File: src/rtl/swt16_hazard_unit.sv
// Pipeline hazard control for swt16: per-stage destination scoreboard, RAW detection at decode,
// stall/bubble/flush generation and hazard-stall counting. Define SWT16_FWD_EN to enable forwarding.
module swt16_hazard_unit #(
  parameter  int REG_IDX_WIDTH = 4,
  parameter  int NUM_STAGES    = 3,
  parameter  int CNT_WIDTH     = 16,
  localparam int SEL_WIDTH     = $clog2(NUM_STAGES + 1)
) (
  input  logic                     clock,
  input  logic                     reset,
  input  logic                     in_dc_valid,
  input  logic [REG_IDX_WIDTH-1:0] in_dc_src1_idx,
  input  logic [REG_IDX_WIDTH-1:0] in_dc_src2_idx,
  input  logic                     in_dc_src1_used,
  input  logic                     in_dc_src2_used,
  input  logic [REG_IDX_WIDTH-1:0] in_dc_dst_idx,
  input  logic                     in_dc_writes_reg,
  input  logic                     in_dc_is_load,
  input  logic                     in_set_pc,
  input  logic                     in_ext_stall,
  output logic                     out_stall,
  output logic                     out_bubble,
  output logic                     out_flush,
  output logic [SEL_WIDTH-1:0]     out_fwd_src1_sel,
  output logic [SEL_WIDTH-1:0]     out_fwd_src2_sel,
  output logic [CNT_WIDTH-1:0]     out_stall_count
);

  typedef struct packed {
    logic                     valid;
    logic [REG_IDX_WIDTH-1:0] dst;
    logic                     is_load;
  } sb_entry_t;

  sb_entry_t              sb_reg [NUM_STAGES];
  logic [CNT_WIDTH-1:0]   cnt_reg;

  logic [NUM_STAGES-1:0]  match1;
  logic [NUM_STAGES-1:0]  match2;
  logic                   hazard;
  logic [SEL_WIDTH-1:0]   sel1;
  logic [SEL_WIDTH-1:0]   sel2;
  logic                   stall_raw;
  logic                   bubble_raw;
  logic                   flush_raw;
  logic                   issue;
  sb_entry_t              new_entry;

  // WB entries still match: the register file has no write-through.
  genvar gi;
  generate
    for (gi = 0; gi < NUM_STAGES; gi++) begin : g_match
      assign match1[gi] = in_dc_src1_used & sb_reg[gi].valid & (sb_reg[gi].dst == in_dc_src1_idx);
      assign match2[gi] = in_dc_src2_used & sb_reg[gi].valid & (sb_reg[gi].dst == in_dc_src2_idx);
    end
  endgenerate

`ifdef SWT16_FWD_EN
  logic haz1;
  logic haz2;

  // Descending scan so the youngest (lowest index) match is the last one written.
  always_comb begin
    haz1 = 1'b0;
    haz2 = 1'b0;
    sel1 = '0;
    sel2 = '0;
    for (int i = NUM_STAGES - 1; i >= 0; i--) begin
      if (match1[i]) begin
        sel1 = SEL_WIDTH'(i + 1);
        haz1 = sb_reg[i].is_load && (i < 2);
      end
      if (match2[i]) begin
        sel2 = SEL_WIDTH'(i + 1);
        haz2 = sb_reg[i].is_load && (i < 2);
      end
    end
    hazard = haz1 | haz2;
  end
`else
  always_comb begin
    sel1   = '0;
    sel2   = '0;
    hazard = (|match1) | (|match2);
  end
`endif

  assign stall_raw  = in_ext_stall | (hazard & in_dc_valid & ~in_set_pc);
  assign bubble_raw = hazard & in_dc_valid & ~in_set_pc & ~in_ext_stall;
  assign flush_raw  = in_set_pc & ~in_ext_stall;

  // While reset is asserted the outputs present the empty-scoreboard view.
  assign out_stall        = reset ? stall_raw  : 1'b0;
  assign out_bubble       = reset ? bubble_raw : 1'b0;
  assign out_flush        = reset ? flush_raw  : in_set_pc;
  assign out_fwd_src1_sel = reset ? sel1 : '0;
  assign out_fwd_src2_sel = reset ? sel2 : '0;
  assign out_stall_count  = cnt_reg;

  assign issue = in_dc_valid & ~stall_raw & ~flush_raw;

  always_comb begin
    new_entry         = '0;
    new_entry.valid   = issue & in_dc_writes_reg;
    new_entry.dst     = in_dc_writes_reg ? in_dc_dst_idx : '0;
    new_entry.is_load = in_dc_writes_reg & in_dc_is_load;
  end

  always_ff @(posedge clock) begin
    if (!reset) begin
      for (int i = 0; i < NUM_STAGES; i++) sb_reg[i] <= '0;
      cnt_reg <= '0;
    end else if (!in_ext_stall) begin
      sb_reg[0] <= new_entry;
      for (int i = 1; i < NUM_STAGES; i++) sb_reg[i] <= sb_reg[i-1];
      if (bubble_raw && (cnt_reg != {CNT_WIDTH{1'b1}}))
        cnt_reg <= cnt_reg + 1'b1;
    end
  end

endmodule

File: config.mk
export PLATFORM = sky130hd
export DESIGN_NAME = swt16_hazard_unit
export DESIGN_NICKNAME = d
export VERILOG_FILES = /design/src/rtl/swt16_hazard_unit.sv
export SDC_FILE = /design/constraint.sdc
export NUM_CORES = 1
export LEC_CHECK = 0
export BUFFER_PORTS_ARGS = -buffer_cell sky130_fd_sc_hd__buf_2
export CAP_MARGIN = 20
export CORE_MARGIN = 2
export CORE_UTILIZATION = 50
export DETAILED_ROUTE_END_ITERATION = 10
export PLACE_DENSITY = 0.84
export SKIP_CTS_REPAIR_TIMING = 1
export SYNTH_ARGS = -nofsm -noshare
export SYNTH_HDL_FRONTEND = slang
export SYNTH_SLANG_ARGS = --single-unit
File: constraint.sdc
create_clock -name clock -period 2.85 [get_ports clock]
set_clock_uncertainty 0.1 [all_clocks]
set_input_delay 0.57 -clock clock [delete_from_list [all_inputs] [get_ports clock]]
set_output_delay 0.57 -clock clock [all_outputs]
set_load 0.01 [all_outputs]
==> flow_summary.yaml, run 1 <==
layout:
  fin_nets: 258
  drive_gt1_share_pct: 23.73
  final_cell_mix: "buf_2 (38), dfxtp_1 (16), edfxtp_1 (15), xor2_1 (14), nand2_1 (14)"
  layout_commonest_cell: "buf_2"
  diodes: 0
  final_core_util_pct: 62.42
  largest_reg_flops: 16
  stdcell_count: 282
  areaGrowthSynthToFinish_pct: 18.09
clock_tree:
  cts_buffers: 5
  clock_path_buffers: 2
  htree_levels: 2
  cts.sinks: 31
  cts_root_buf: "clkbuf_4"
  cts_tree: "yes"
  insertion_delay_ps: 330
  clk_transition_reported_paths_ps: 90
worst_hold_path:
  hold_depth: 2
  hold_path_class: "reg -> reg"
synthesis:
  ys.flop_type: "dfxtp_1"
  syn_inst: 192
  synth_seq_cells: 31
  synth_edf_count: 15
  ys_warn_count: 0
  ys_types: 39
  syn-mean-instance-area_sq_um: 9.332
  async_flop_share_pct: 0
  syn-cell-area_sq_um: 1792
  synth_seq_area_share_pct: 43.02
placed_design:
  dp_cells: 272
  dp_hpwl_um: 2790
  io_buffers: 38
  dp_slack_ps: 31.59
  gp_congestion: 0.8338
floorplanning:
  floorplan.initialDensity_pct: 52.86
  boundaryPins: 44
  dieHeight_um: 63.86
  die_area_sq_um: 4078
  floorplan.rows: 21
  fp.coreArea_sq_um: 3390
  chipWidth_um: 63.86
outcome:
  status: "finished, final reports clean"
global_route:
  antenna_found_initial: 0
  grt_pass1_vias: 1446
  grt_max_degree: 20
  grt_pass1_wl_um: 6658
  grtUsageTotal_pct: 20.96
  overflow: 0
sta:
  setup_viol: 0
  period_minus_slack_ps: 2797
  tns_ps: 0
  max_freq_mhz: 357.5
  relSlewSlack_pct: 61.65
  drv_slew: 0
  rsz0062_at_grt: "true"
  fin_ws_ps: 52.76
  hold_viol: 0
  holdWs_ps: 399.0
  period_share_pct: 98.15
  tightest_slew_ps: 560.7
worst_setup_path:
  crit_chain: "xor2_1, nor4_1, nor4_4, and2_4, nor4_2, buf_2"
  crit_fanout: 3
  required_ps: 2180
  critPathSlowestCell: "nor4_1"
  worstPathArrival_ps: 2130
  slowest_delay_ps: 480
  crit_path_end_kind: "output port"
  worst-setup-path-type: "reg -> out"
  start_kind: "flop"
  reg2reg_depth: 7
power:
  leakagePower_nw: 0.8916
  irDropWorstVdd_mv: 0.2007
  p_per_area_nw_per_um2: 393.1
drt:
  post-route-drc-count: 0
  first_pass_iters: 4
  vias_per_cell: 5.582
  vias: 1574
  routed_wirelength_um: 3950
  ant_nets: 0
  dr.first_iter.drc_count: 96
  avgRoutedWirePerCell_um: 14.01
run:
  cap_violations: 0
## cell type report
type,instances,area (sq um)
fill,296,1274
multi-input combinational,145,969.7
sequential,31,770.7
timing repair buffer,45,242.7
tap,46,57.56
clock buffer,7,45.04
inverter,8,30.03
## per-layer routing
metal / vias to the layer above / track usage (%) / wire, um
li1: 784 / - / -
met1: 737 / 28.60 / 1797
met2: 47 / 32.55 / 1870
met3: 6 / 5.458 / 226
met4: 0 / 6.522 / 56
met5: - / 0 / 0
## metrics by stage
| stage | area (sq um) | power [mW] |
|---|---|---|
| 5_1_grt | 2116 | 0.8701 |
| 6_report | 2116 | 0.8318 |
| 3_5_place_dp | 2016 | 0.5972 |
| 4_1_cts | 2061 | 0.8290 |
| 2_1_floorplan | 1803 | 0.5647 |
| 3_3_place_gp | 2016 | 0.5954 |
## Yosys cell counts, drive strengths merged, types with 2 or more instances
cell type,count,area [sq um]
a2111oi,2,17.52
a211oi,4,30.03
a21oi,7,35.03
a222oi,2,20.02
and2,8,52.55
and3,11,68.82
buf,6,46.29
clkbuf,5,18.77
dfxtp,16,320.3
edfxtp,15,450.4
inv,8,30.03
mux2i,3,30.03
nand2,14,52.55
nand2b,3,18.77
nand3,11,55.05
nand4,5,31.28
nor2,9,33.78
nor3,5,25.02
nor4,8,62.56
nor4b,2,30.03
o211ai,3,22.52
o21ai,6,30.02
o22ai,2,12.51
o31ai,2,15.01
or3,5,31.28
or4,3,22.52
xnor2,7,61.31
xor2,14,122.6
## kinds of logic (layout without fill, tap and decap cells)
| group | after synthesis | count (layout) | synth area share (%) |
|---|---|---|---|
| multiplexers | 3 | 3 | 1.676 |
| buffers and inverters | 19 | 60 | 5.307 |
| flip-flops | 31 | 31 | 43.02 |
| AO/OA/AOI/OAI | 30 | 30 | 10.96 |
| adder cells (fa/ha/maj) | 1 | 1 | 0.6982 |
| other | 1 | 4 | 0.2093 |
| AND/OR/NAND/NOR | 86 | 86 | 27.86 |
| XOR/XNOR | 21 | 21 | 10.27 |
## where the power goes
group | internal, mW | switching [mW]
registers | 0.481 | 0.0115
logic | 0.0440 | 0.0607
clock network | 0.0929 | 0.142
total | 0.618 | 0.214
## final timing paths
path                           start                  to  slack [ps]
hold reg to reg   out_stall_count[1]  out_stall_count[1]         400
setup / recovery       sb_reg[0][14]          out_bubble          50
hold / removal    out_stall_count[1]  out_stall_count[1]         400
setup reg to reg       sb_reg[0][14]  out_stall_count[2]         430
## worst max-delay path: cells and delay by family, from the launching register on
kind / cells / cell delay [ps]
simple gates: 4 / 1010
flops: 1 / 430
xor+xnor: 1 / 180
buf+inv: 1 / 170
Note: power is estimated with default switching activity, not from simulation.
==> run 2: changes to the inputs <==
MAX_ROUTING_LAYER = met4   (was default)
==> run 2 against run 1 <==
Effect of this change:
- die area unchanged
- worst hold slack worse by 4.3 ps
- sequential share of layout area down 0.51 points
- via count up 0.70%
- highest routed layer unchanged
- wire length up 0.78%
- final cell count down 0.35%
- design area up 1.4%
- power up 11%
- clock power up 38%
- critical path type unchanged
- critical endpoint unchanged
==> flow_summary.yaml, run 2 (synthesis results as in run 1) <==
drt:
  post-route-drc-count: 0
  avgRoutedWirePerCell_um: 14.17
  dr.first_iter.drc_count: 92
  vias: 1585
  first_pass_iters: 4
  ant_nets: 0
  routed_wirelength_um: 3981
  vias_per_cell: 5.641
sta:
  setup_viol: 0
  period_minus_slack_ps: 2805
  period_share_pct: 98.43
  holdWs_ps: 394.7
  relSlewSlack_pct: 52.96
  hold_viol: 0
  drv_slew: 0
  max_freq_mhz: 356.5
  tightest_slew_ps: 687.8
clock_tree:
  clock_path_buffers: 2
  cts.sinks: 31
  insertion_delay_ps: 330
  htree_levels: 2
  clk_transition_reported_paths_ps: 110
  cts_buffers: 5
  cts_root_buf: "clkbuf_4"
  cts_tree: "yes"
outcome:
  status: "finished, final reports clean"
power:
  irDropWorstVdd_mv: 0.2402
  leakagePower_nw: 0.9050
  p_per_area_nw_per_um2: 429.4
layout:
  drive_gt1_share_pct: 25.11
  largest_reg_flops: 16
  diodes: 0
  stdcell_count: 281
  fin_nets: 256
  areaGrowthSynthToFinish_pct: 19.76
  layout_commonest_cell: "buf_2"
  final_cell_mix: "buf_2 (38), dfxtp_1 (16), edfxtp_1 (15), xor2_1 (14), nand2_1 (14)"
  num-fill-cells: 283
  fin_area_sq_um: 2146
floorplanning:
  floorplan.rows: 21
  chipWidth_um: 63.86
  dieHeight_um: 63.86
  fp.coreArea_sq_um: 3390
  die_area_sq_um: 4078
  boundaryPins: 44
  floorplan.initialDensity_pct: 52.86
worst_setup_path:
  crit_family: "simple AND/OR/NAND/NOR gates"
  crit_fanout: 4
  crit_chain: "a222oi_1, nor4b_4, nor4_4, and2_4, nor4_4, buf_2"
  crit_path_frequent_cell: "nor4_4"
  critPathSlowestCell: "edfxtp_1"
  slowest_delay_ps: 470
  rr_startpoint: "sb_reg[0][1]"
  critical_path_buf_inv_count: 1
  startpoint: "sb_reg[0][1]"
  worstPathArrival_ps: 2140
  crit_path_end_kind: "output port"
  start_kind: "flop"
  required_ps: 2180
  worst-setup-path-type: "reg -> out"
global_route:
  antenna_found_initial: 0
  grt_pass1_vias: 1431
  grt_max_degree: 20
  overflow: 0
  grtUsageTotal_pct: 21.34
  grt_pass1_wl_um: 6568
placed_design:
  dp_cells: 272
  io_buffers: 38
  dp_hpwl_um: 2944
  place_area_sq_um: 2016
  gp_congestion: 0.8902
worst_hold_path:
  hold_start: "out_stall_count[1]"
  hold_path_class: "reg -> reg"
run:
  cap_violations: 0
-- run 2: cell count changes in the layout (fill, tap and decap cells not counted), sizes merged --
| cell | previous run | this run |
|---|---|---|
| buf | 45 | 43 |
| clkinv | 0 | 1 |
-- run 2: report_power, final --
group	switching [mW]	internal [mW]	leakage, nW
logic	0.0607	0.0419	0.564
registers	0.0126	0.481	0.294
clock network	0.153	0.172	0.0464
-- run 2: cell type report --
cell class,count,area [sq um],share of cell area [%]
Sequential cell,31,770.7,35.92
Inverter,8,30.03,1.399
Timing Repair Buffer,43,227.7,10.61
Clock buffer,7,76.32,3.557
Tap cell,46,57.56,2.682
Multi-Input combinational cell,145,978.4,45.60
Clock inverter,1,5.005,0.2332
-- run 2: worst register-to-register path: cells and delay by family, from the launching register on --
family,cells,cell delay [ps]
AOI/OAI and AO/OA,3,1260
and+or+nand+nor,3,530
DFF,1,470
buffers and inverters,1,170
-- run 2: path summary, 6_finish.rpt --
| path | cells past startpoint | to | slack (ps) |
|---|---|---|---|
| worst max-delay path | 6 | out_bubble | 40 |
| worst min-delay path | 2 | out_stall_count[1] | 390 |
| worst max register to register | 7 | out_stall_count[12] | 260 |
| worst min register to register | 2 | out_stall_count[1] | 390 |
-- run 2: stage by stage --
stage               power (mW)  setup TNS (ps)  setup WS [ps]  util (%)
floorplan               0.5647               0          87.18         -
global placement        0.5957               0          29.49     59.47
detailed placement      0.5983          -8.033         -8.033     59.47
CTS                     0.9176          -160.1         -83.46     61.87
global route            0.9619          -30.07         -23.02     63.31
finish                  0.9215               0          44.64     63.31
-- run 2: routing by layer --
layer  GRT usage (%)  vias to the layer above  wire length [um]
met5               -                        -                 0
met4           10.33                        0                76
met3           3.873                        6               185
met2           32.55                       51              1938
met1           27.41                      744              1780
li1                -                      784                 -
==> run 3: changes to the inputs <==
ABC_CLOCK_PERIOD_IN_PS = 2850   (was default)
CTS_BUF_LIST = sky130_fd_sc_hd__clkbuf_4   (was default)
==> run 3 against run 2 <==
Effect of this change:
- the run now ends with negative setup slack left
- sequential share of layout area down 0.17 points
- power up 1.3%
- core utilization up 0.30 points
- largest cell class unchanged
- highest routed layer unchanged
==> flow_summary.yaml, run 3 (synthesis results as in run 1) <==
outcome:
  status: "complete, but fails checks"
  violations: "negative setup slack"
sta:
  tightest_slew_ps: 711.2
  hold_viol: 0
  relSlewSlack_pct: 51.36
  setup_viol: 1
  period_minus_slack_ps: 2852
  drv_slew: 0
  fin_ws_ps: -2.272
  rsz0062_at_grt: "true"
  max_freq_mhz: 350.6
  period_share_pct: 100.1
layout:
  fin_area_sq_um: 2156
  areaGrowthSynthToFinish_pct: 20.32
  diodes: 0
  largest_reg_flops: 16
  num-fill-cells: 281
  drive_gt1_share_pct: 24.47
  fin_nets: 258
  final_core_util_pct: 63.60
  final_cell_mix: "buf_2 (38), dfxtp_1 (16), edfxtp_1 (15), xor2_1 (14), nand2_1 (14)"
  layout_commonest_cell: "buf_2"
worst_hold_path:
  hold_path_class: "reg -> reg"
  hold_depth: 2
floorplanning:
  boundaryPins: 44
  floorplan.rows: 21
  chipWidth_um: 63.86
  floorplan.initialDensity_pct: 52.86
  dieHeight_um: 63.86
  fp.coreArea_sq_um: 3390
  die_area_sq_um: 4078
power:
  leakagePower_nw: 0.9110
  p_per_area_nw_per_um2: 433.0
  irDropWorstVdd_mv: 0.2385
placed_design:
  place_area_sq_um: 2016
  dp_hpwl_um: 2944
  gp_congestion: 0.8902
  io_buffers: 38
global_route:
  overflow: 0
  grt_pass1_wl_um: 6548
  grt_pass1_vias: 1448
  grtUsageTotal_pct: 21.22
  antenna_found_initial: 0
  grt_max_degree: 20
worst_setup_path:
  crit_family: "simple AND/OR/NAND/NOR gates"
  crit_chain: "a222oi_1, nor4b_4, nor4_4, and2_4, nor4_4, buf_2"
  start_kind: "flop"
  crit_fanout: 4
  reg2reg_depth: 7
  required_ps: 2180
  crit_path_frequent_cell: "nor4_4"
  slowest_delay_ps: 470
  critPathSlowestCell: "edfxtp_1"
  crit_cells: 6
  worst-setup-path-type: "reg -> out"
  worstPathArrival_ps: 2180
  critical_path_buf_inv_count: 1
  crit_path_end_kind: "output port"
clock_tree:
  clock_path_buffers: 2
  cts_tree: "yes"
  cts.sinks: 31
  htree_levels: 2
  insertion_delay_ps: 330
  clk_transition_reported_paths_ps: 110
  cts_buffers: 5
  cts_root_buf: "clkbuf_4"
drt:
  post-route-drc-count: 0
  dr.first_iter.drc_count: 104
  vias_per_cell: 5.714
  avgRoutedWirePerCell_um: 14.41
  routed_wirelength_um: 4077
  ant_nets: 0
  first_pass_iters: 4
  vias: 1617
run:
  cap_violations: 0
==> run 3: per-layer routing <==
| layer | part of all wire, % | vias up | global-route usage (%) |
|---|---|---|---|
| li1 | - | 789 | - |
| met3 | 6.4 | 6 | 3.873 |
| met5 | 0 | - | - |
| met4 | 1.7 | 0 | 9.783 |
| met2 | 49 | 62 | 32.55 |
| met1 | 43 | 760 | 27.29 |
==> run 3: area by class of cell <==
| cell class | count | area, sq um | share of cell area, % |
|---|---|---|---|
| Timing Repair Buffer | 45 | 242.7 | 11.26 |
| Sequential cell | 31 | 770.7 | 35.75 |
| Clock inverter | 3 | 38.79 | 1.799 |
| Clock buffer | 5 | 37.54 | 1.741 |
| Multi-Input combinational cell | 145 | 978.4 | 45.39 |
| Tap cell | 46 | 57.56 | 2.670 |
| Inverter | 8 | 30.03 | 1.393 |
==> run 3: final timing paths <==
check	start	endpoint	slack (ps)
worst min-delay path	out_stall_count[1]	out_stall_count[1]	390
worst max register to register	sb_reg[0][1]	out_stall_count[12]	180
worst min register to register	out_stall_count[1]	out_stall_count[1]	390
worst max-delay path	sb_reg[0][1]	out_bubble	-2
==> run 3: power breakdown <==
group | switching, mW | leakage, nW | internal (mW) | total [mW]
clock | 0.154 | 0.0426 | 0.180 | 0.335
combinational | 0.0618 | 0.574 | 0.0435 | 0.105
sequential | 0.0125 | 0.294 | 0.481 | 0.494
==> run 3: worst register-to-register path, delay by kind of cell, from the launching register on <==
kind / cells / cell delay [ps]
AND/OR/NAND/NOR: 3 / 530
AO/OA/AOI/OAI: 3 / 1330
flip-flops: 1 / 470
buffers and inverters: 1 / 170
==> run 3: metrics by stage <==
stage	std cells	hold slack (ps)	setup slack, ps	total power, mW	setup TNS (ps)
6_report	283	394.2	-2.272	0.9335	-2.272
3_5_place_dp	272	380.9	-8.033	0.5983	-8.033
3_3_place_gp	272	376.6	29.49	0.5957	0
2_1_floorplan	195	405.7	87.18	0.5647	0
5_1_grt	283	436.6	-99.27	0.9699	-172.8
4_1_cts	280	397.5	-103.8	0.9243	-184.7
